## src/rtl/vga_sprite_pkg.sv

```systemverilog
// rtl/vga_sprite_pkg.sv - shared types and helpers for the sprite compositor
//
// Contents:
//   ld_state_t    position-table loader states
//   sprite_pos_t  one sprite's position entry (enable, x, y)
//   pixel_t       decoded pixel (opaque flag + 24-bit RGB)
//   sel_width     width of the winner-select code for n sprites
//   sel_none      "no sprite" code: the value just past the largest index
//   decode_pixel  16-bit RAM pixel word -> pixel_t
package vga_sprite_pkg;

  typedef enum logic [1:0] {
    LD_IDLE,
    LD_ISSUE,
    LD_CAPTURE,
    LD_COMMIT
  } ld_state_t;

  typedef struct packed {
    logic       en;
    logic [9:0] x;
    logic [9:0] y;
  } sprite_pos_t;

  typedef struct packed {
    logic        opaque;
    logic [23:0] rgb;
  } pixel_t;

  function automatic int sel_width(int n);
    return $clog2(n) + 1;
  endfunction

  // The top bit of the select code is set only for "no sprite".
  function automatic int sel_none(int n);
    return 1 << $clog2(n);
  endfunction

  // 5-bit channels are widened by repeating their top bits so that
  // 0x1F maps to 0xFF and 0x00 to 0x00.
  function automatic pixel_t decode_pixel(logic [15:0] w);
    pixel_t p;
    p.opaque = w[15];
    p.rgb    = {w[14:10], w[14:12], w[9:5], w[9:7], w[4:0], w[4:2]};
    return p;
  endfunction

endpackage

```

## src/rtl/sprite_hit_calc.sv

```systemverilog
// rtl/sprite_hit_calc.sv - per-sprite hit test and pixel fetch address
//
// Combinational. Ports:
//   hcount, vcount  in  current pixel coordinates
//   pos             in  sprite position entry (enable, x, y)
//   sprite_idx      in  sprite number, selects its pixel data block
//   hit             out pixel lies inside the enabled, scaled sprite
//   fetch_addr      out RAM address of the source pixel (valid when hit)
module sprite_hit_calc
  import vga_sprite_pkg::*;
#(
  parameter int          ADDR_WIDTH    = 16,
  parameter int unsigned SPR_BASE      = 0,
  parameter int unsigned SPR_STRIDE    = 1024,
  parameter int          SPRITE_WIDTH  = 32,
  parameter int          SPRITE_HEIGHT = 32,
  parameter int          SCALE_LOG2    = 1
) (
  input  logic [9:0]            hcount,
  input  logic [9:0]            vcount,
  input  sprite_pos_t           pos,
  input  logic [3:0]            sprite_idx,
  output logic                  hit,
  output logic [ADDR_WIDTH-1:0] fetch_addr
);

  localparam int          W_LOG2 = $clog2(SPRITE_WIDTH);
  localparam logic [10:0] W_SPAN = 11'(SPRITE_WIDTH << SCALE_LOG2);
  localparam logic [10:0] H_SPAN = 11'(SPRITE_HEIGHT << SCALE_LOG2);

  logic [10:0] dx;
  logic [10:0] dy;

  // 11-bit differences: bit 10 set means the pixel is left of / above the sprite.
  assign dx = {1'b0, hcount} - {1'b0, pos.x};
  assign dy = {1'b0, vcount} - {1'b0, pos.y};

  assign hit = pos.en && !dx[10] && !dy[10] && (dx < W_SPAN) && (dy < H_SPAN);

  assign fetch_addr = ADDR_WIDTH'(SPR_BASE
                                  + 32'(sprite_idx) * SPR_STRIDE
                                  + (32'(dy >> SCALE_LOG2) << W_LOG2)
                                  + 32'(dx >> SCALE_LOG2));

endmodule

```

## src/rtl/vga_sprite_engine.sv

```systemverilog
// rtl/vga_sprite_engine.sv - N-sprite compositor sharing one RAM read port
//
// Ports:
//   sys_clk, reset          clock, synchronous active-high reset
//   pix_en                  pixel strobe; all state advances only when high
//   bright, hcount, vcount  video timing from the VGA controller
//   ram_addr, ram_we, ram_q RAM read port (ram_we held low)
//   busy                    position table load in progress
//   frame_loaded            one-pixel-slot pulse when a new table goes live
//   vga_r, vga_g, vga_b     colour, one pixel slot behind hcount
module vga_sprite_engine
  import vga_sprite_pkg::*;
#(
  parameter int          ADDR_WIDTH    = 16,
  parameter int          N_SPRITES     = 4,
  parameter int unsigned POS_BASE      = 32'h8000,
  parameter int unsigned SPR_BASE      = 0,
  parameter int unsigned SPR_STRIDE    = 1024,
  parameter int          SPRITE_WIDTH  = 32,
  parameter int          SPRITE_HEIGHT = 32,
  parameter int          SCALE_LOG2    = 1,
  parameter int          V_ACTIVE      = 480,
  parameter logic [23:0] BG_COLOR      = 24'h88CC88
) (
  input  logic                  sys_clk,
  input  logic                  reset,
  input  logic                  pix_en,
  input  logic                  bright,
  input  logic [9:0]            hcount,
  input  logic [9:0]            vcount,
  output logic [ADDR_WIDTH-1:0] ram_addr,
  output logic                  ram_we,
  input  logic [15:0]           ram_q,
  output logic                  busy,
  output logic                  frame_loaded,
  output logic [7:0]            vga_r,
  output logic [7:0]            vga_g,
  output logic [7:0]            vga_b
);

  localparam int                IDX_W    = (N_SPRITES > 1) ? $clog2(N_SPRITES) : 1;
  localparam int                CNT_W    = IDX_W + 2;
  localparam int                SEL_W    = sel_width(N_SPRITES);
  localparam logic [SEL_W-1:0]  SEL_NONE = SEL_W'(sel_none(N_SPRITES));
  localparam logic [CNT_W-1:0]  LAST_CNT = CNT_W'(2 * N_SPRITES);

  ld_state_t             state;
  logic [CNT_W-1:0]      ld_cnt;     // next word to request; word ld_cnt-1 arrives now
  logic [IDX_W:0]        cap_word;
  logic                  vblank_start;

  sprite_pos_t           shadow [N_SPRITES];
  sprite_pos_t           live   [N_SPRITES];

  logic [N_SPRITES-1:0]  hit;
  logic [ADDR_WIDTH-1:0] fetch  [N_SPRITES];

  logic [SEL_W-1:0]      sel_d;
  logic [SEL_W-1:0]      sel_q;
  logic [ADDR_WIDTH-1:0] addr_d;
  logic                  bright_q;

  pixel_t                px;
  logic [23:0]           rgb;

  assign ram_we       = 1'b0;
  assign busy         = (state != LD_IDLE);
  assign vblank_start = pix_en && (hcount == 10'd0) && (vcount == 10'(V_ACTIVE));
  assign cap_word     = (IDX_W + 1)'(ld_cnt - 1'b1);

  for (genvar i = 0; i < N_SPRITES; i++) begin : g_hit
    sprite_hit_calc #(
      .ADDR_WIDTH   (ADDR_WIDTH),
      .SPR_BASE     (SPR_BASE),
      .SPR_STRIDE   (SPR_STRIDE),
      .SPRITE_WIDTH (SPRITE_WIDTH),
      .SPRITE_HEIGHT(SPRITE_HEIGHT),
      .SCALE_LOG2   (SCALE_LOG2)
    ) u_hit (
      .hcount    (hcount),
      .vcount    (vcount),
      .pos       (live[i]),
      .sprite_idx(4'(i)),
      .hit       (hit[i]),
      .fetch_addr(fetch[i])
    );
  end

  // Lowest index wins; scanning downward lets the last assignment be the winner.
  always_comb begin
    sel_d  = SEL_NONE;
    addr_d = '0;
    if (bright && !busy) begin
      for (int i = N_SPRITES - 1; i >= 0; i--) begin
        if (hit[i]) begin
          sel_d  = SEL_W'(i);
          addr_d = fetch[i];
        end
      end
    end
  end

  // Loader FSM, shadow/live tables and render stage registers. During a load
  // the loader owns ram_addr; otherwise the render path drives it.
  always_ff @(posedge sys_clk) begin
    if (reset) begin
      state        <= LD_IDLE;
      ld_cnt       <= '0;
      ram_addr     <= '0;
      sel_q        <= SEL_NONE;
      bright_q     <= 1'b0;
      frame_loaded <= 1'b0;
      for (int i = 0; i < N_SPRITES; i++) begin
        shadow[i] <= '0;
        live[i]   <= '0;
      end
    end else if (pix_en) begin
      frame_loaded <= 1'b0;
      ram_addr     <= addr_d;
      sel_q        <= sel_d;
      bright_q     <= bright && !busy;

      if (vblank_start) begin
        // Also abandons any load in flight; its shadow never reaches live.
        state  <= LD_ISSUE;
        ld_cnt <= '0;
      end else begin
        case (state)
          LD_IDLE: ;
          LD_ISSUE: begin
            ram_addr <= ADDR_WIDTH'(POS_BASE);
            ld_cnt   <= CNT_W'(1);
            state    <= LD_CAPTURE;
          end
          LD_CAPTURE: begin
            if (!cap_word[0]) begin
              shadow[cap_word[IDX_W:1]].en <= ram_q[15];
              shadow[cap_word[IDX_W:1]].x  <= ram_q[9:0];
            end else begin
              shadow[cap_word[IDX_W:1]].y  <= ram_q[9:0];
            end
            if (ld_cnt == LAST_CNT) begin
              state <= LD_COMMIT;
            end else begin
              ram_addr <= ADDR_WIDTH'(POS_BASE + 32'(ld_cnt));
              ld_cnt   <= ld_cnt + 1'b1;
            end
          end
          LD_COMMIT: begin
            for (int i = 0; i < N_SPRITES; i++) begin
              live[i] <= shadow[i];
            end
            frame_loaded <= 1'b1;
            state        <= LD_IDLE;
          end
          default: state <= LD_IDLE;
        endcase
      end
    end
  end

  // Colour for the pixel registered on the previous strobe; ram_q now holds its data.
  assign px = decode_pixel(ram_q);

  always_comb begin
    rgb = 24'h0;
    if (bright_q) begin
      rgb = ((sel_q == SEL_NONE) || !px.opaque) ? BG_COLOR : px.rgb;
    end
  end

  assign vga_r = rgb[23:16];
  assign vga_g = rgb[15:8];
  assign vga_b = rgb[7:0];

endmodule

```

## config.mk

```make
export PLATFORM = sky130hd
export DESIGN_NAME = vga_sprite_engine
export DESIGN_NICKNAME = d
export VERILOG_FILES = /design/src/rtl/vga_sprite_pkg.sv /design/src/rtl/sprite_hit_calc.sv /design/src/rtl/vga_sprite_engine.sv
export SDC_FILE = /design/constraint.sdc
export NUM_CORES = 1
export LEC_CHECK = 0
export ABC_CLOCK_PERIOD_IN_PS = 11050
export CORE_MARGIN = 5
export CORE_UTILIZATION = 65
export DETAILED_ROUTE_END_ITERATION = 8
export GPL_ROUTABILITY_DRIVEN = 0
export PLACE_DENSITY = 0.86
export SLEW_MARGIN = 20
export SYNTH_ARGS = -nofsm -noshare
export SYNTH_HDL_FRONTEND = slang
export SYNTH_SLANG_ARGS = --single-unit
```

## constraint.sdc

```tcl
create_clock -name sys_clk -period 11.05 [get_ports sys_clk]
set_clock_uncertainty 0.05 [all_clocks]
set_input_delay 2.21 -clock sys_clk [delete_from_list [all_inputs] [get_ports sys_clk]]
set_output_delay 2.21 -clock sys_clk [all_outputs]
set_load 0.02 [all_outputs]
```

==> metrics.md <==
| Metric | Value |
|---|---|
| IO Port Bufs | 81 |
| Via density | 6.19 |
| Cell area after synthesis | 12500 µm² |
| Post-synth EDFFs | 168 |
| Top cell type's share of synthesized area | 40.4% |
| Post-synth top area cell | edfxtp_1 |
| CP Capture Type | flip-flop |
| YS warnings | 0 |
| Number of gates resized after CTS | 0 |
| Most frequent cell after synthesis | edfxtp_1 |
| Slowest cell delay on critical path | 0.71 ns |
| Post-route ant nets | 0 |
| LEAKAGE | 0.00558 µW |
| Crit-path slowest cell | clkdlybuf4s50_1 |
| Root buf cell | clkbuf_16 |
| Die span in x | 149 µm |
| Layout fillers | 1255 |
| Power per cell area | 130 nW/µm² |
| H-tree depth | 4 |
| Peak VDD IR | 0.0931 mV |
| Slew margin rel. | 27.5% |
| Post-Layout Cell Count | 1582 |
| Synth cell types | 78 |
| Inserted Diodes | 0 |
| Vias post-DR | 9796 |
| WP data required | 11.32 ns |
| First-pass GRT wire length | 51400 µm |
| Reg2reg setup slack | 6.94 ns |
| Final hold violation count | 0 |
| Cells after DPL | 1550 |
| Fmax | 160 MHz |
| Placement Rows | 50 |
| Worst Path Class, Setup | input pin to flip-flop |
| Starting Density | 66.3% |
| Post-synthesis sequential area ratio | 44.7% |
| Main synth FF type | edfxtp_1 |
| Total CTS buffers | 17 |
| Top cells by count, synth | 168 x edfxtp_1, 127 x nor2_1, 123 x inv_1 |
| Initial antenna violation count | 0 |
| Min Tclk post-route | 6.25 ns |
| Footprint of the multi-input gates | 6280 µm² |
| I/O pins | 83 |
| Ys async rst share | 0% |
| Register area | 5590 µm² |
| CTS tree | yes |
| Core outline area | 18800 µm² |
| Tcrit/Tclk final | 56.6% |
| Largest net degree at the start of global routing | 85 |
| WL final | 33200 µm |
| Routed length per instance | 21.0 µm |
| Flop and latch count out of synthesis | 195 |
| Syn Inst Count | 1241 |
| Clock tree buffer depth | 2 |
| Setup_tns | 0 ns |
| Outcome | finished clean |
| Aggregate global routing overflow | 0 |
| Synth Net Count | 1392 |
| Die area | 22100 µm² |
| CP Cell Sequence | clkdlybuf4s50_1 > fa_1 > a21oi_1 > nor2_1 > or4_4 > a211o_1 > or4_4 > nor4_4 > a2111oi_2 > a221o_1 > a221o_1 |
| Post-CTS Hold Fix Bufs | 0 |
| Setup violators final | 0 |
| Post-route DRC | 0 |
| HP Class | flip-flop to flip-flop |
| # Post-CTS Setup Buffers | 0 |
| Die H | 149 µm |
| Worst-skew pair later-pin latency | 0.44 ns |
| Pre-antenna DRT Iters | 9 |
| Worst-Margin Slew | 1.09 ns |
| Crit-path max FO | 10 |
| Overall global routing resource usage | 30.4% |
| Crit path launch type | input pin |
| Overall power | 1830 µW |
| Layout cells sized above 1 | 4.61% |
| Top cells by area, synth | edfxtp_1 40%, ha_1 9.9%, and2_1 5.3% |
| Clk pin slew, worst setup/hold paths | 0.07 ns |
| Post-DP HPWL | 24700 µm |
| Unrepaired setup endpoints after global routing | no |
| Area Overhead vs Synth | 12.6% |
| Initial DRC count | 1149 |
| Arrival time worst endpoint | 6.53 ns |
| Vias in the first global route | 9436 |
| Sink Count | 195 |
| Max-slew violations | 0 |
| Fin nets | 1460 |
| Max_cap viols | 0 |
| Avg Cell Area, Syn | 10.1 µm² |
-- per-layer routing --
layer / wire length (µm) / track usage (%) / vias up
met5: 0 / 0 / -
met3: 3410 / 6.46 / 101
met4: 1410 / 11.9 / 0
li1: - / - / 4560
met2: 14900 / 47.8 / 557
met1: 13500 / 41.7 / 4578
-- cell type report --
cell class                      instances  area share (%)
Timing Repair Buffer                   85            5.98
Clock buffer                           20            3.11
Sequential cell                       195            39.7
Multi-Input combinational cell        887            44.7
Clock inverter                         12           0.863
Tap cell                              260            2.31
Inverter                              123            3.28
-- flip-flops by register name, summed over array words and instances, names as in the netlist --
| name | cells |
|---|---|
| bright_q | 1 |
| frame_loaded | 1 |
| ld_cnt | 4 |
| live | 84 |
| ram_addr | 16 |
| sel_q | 3 |
| shadow | 84 |
| state | 2 |
-- worst max-delay path, delay by kind of cell --
family / cells / cell delay, ns
AO/OA/AOI/OAI: 5 / 1.49
AND/OR/NAND/NOR: 4 / 1.53
buffers and inverters: 1 / 0.71
adder cells (fa/ha/maj): 1 / 0.59
-- report_power, final --
group          switching (µW)  internal, µW
sequential               8.31           819
combinational             236           166
clock                     287           316
-- cells in the final DEF, fill, tap and decap left out, drive strengths merged, types with 10 or more instances in the layout --
cell type      count
o21ai             44
o211ai            15
a211oi            18
clkdlybuf4s50     81
xnor2             39
fa                12
inv              128
nor3              16
dfxtp             27
and2             109
a31oi             10
a21o              34
o21bai            14
ha                99
edfxtp           168
nand2             58
nand2b            31
nor2             127
nand3             18
o21a              17
xor2              25
clkbuf            20
a21oi             70
-- logic make-up (layout without fill, tap and decap cells) --
| family | count (synthesis) | in the layout | synth area share (%) |
|---|---|---|---|
| xor gates and xnor gates | 65 | 65 | 4.67 |
| DFF | 195 | 195 | 44.7 |
| and+or+nand+nor | 415 | 415 | 17.3 |
| muxes | 4 | 4 | 0.331 |
| adders and majority gates | 111 | 111 | 11.8 |
| other | 1 | 1 | 0.0300 |
| AOI/OAI and AO/OA | 291 | 291 | 16.0 |
| buffers and inverters | 159 | 240 | 5.06 |
-- final timing paths --
check	startpoint	end	cells after the start
worst max-delay path	hcount[1]	ram_addr[2]$_SDFFE_PP0P_	11
worst min-delay path	ram_addr[9]$_SDFFE_PP0P_	ram_addr[9]$_SDFFE_PP0P_	2
worst max register to register	live[2][12]$_SDFFCE_PN0P_	ram_addr[10]$_SDFFE_PP0P_	15
worst min register to register	ram_addr[9]$_SDFFE_PP0P_	ram_addr[9]$_SDFFE_PP0P_	2
-- per-stage QoR --
| step | utilization, % | hold WS (ns) | worst slack, ns | cell area, µm² |
|---|---|---|---|---|
| after floorplan | - | 0.366 | 5.50 | 12500 |
| after global placement | 71.7 | 0.386 | 4.54 | 13500 |
| after detailed placement | 71.7 | 0.391 | 4.41 | 13500 |
| after CTS | 74.6 | 0.401 | 4.86 | 14100 |
| after global routing | 74.6 | 0.441 | 4.59 | 14100 |
| final | 74.6 | 0.400 | 4.80 | 14100 |
(Power assumes the default switching activity.)
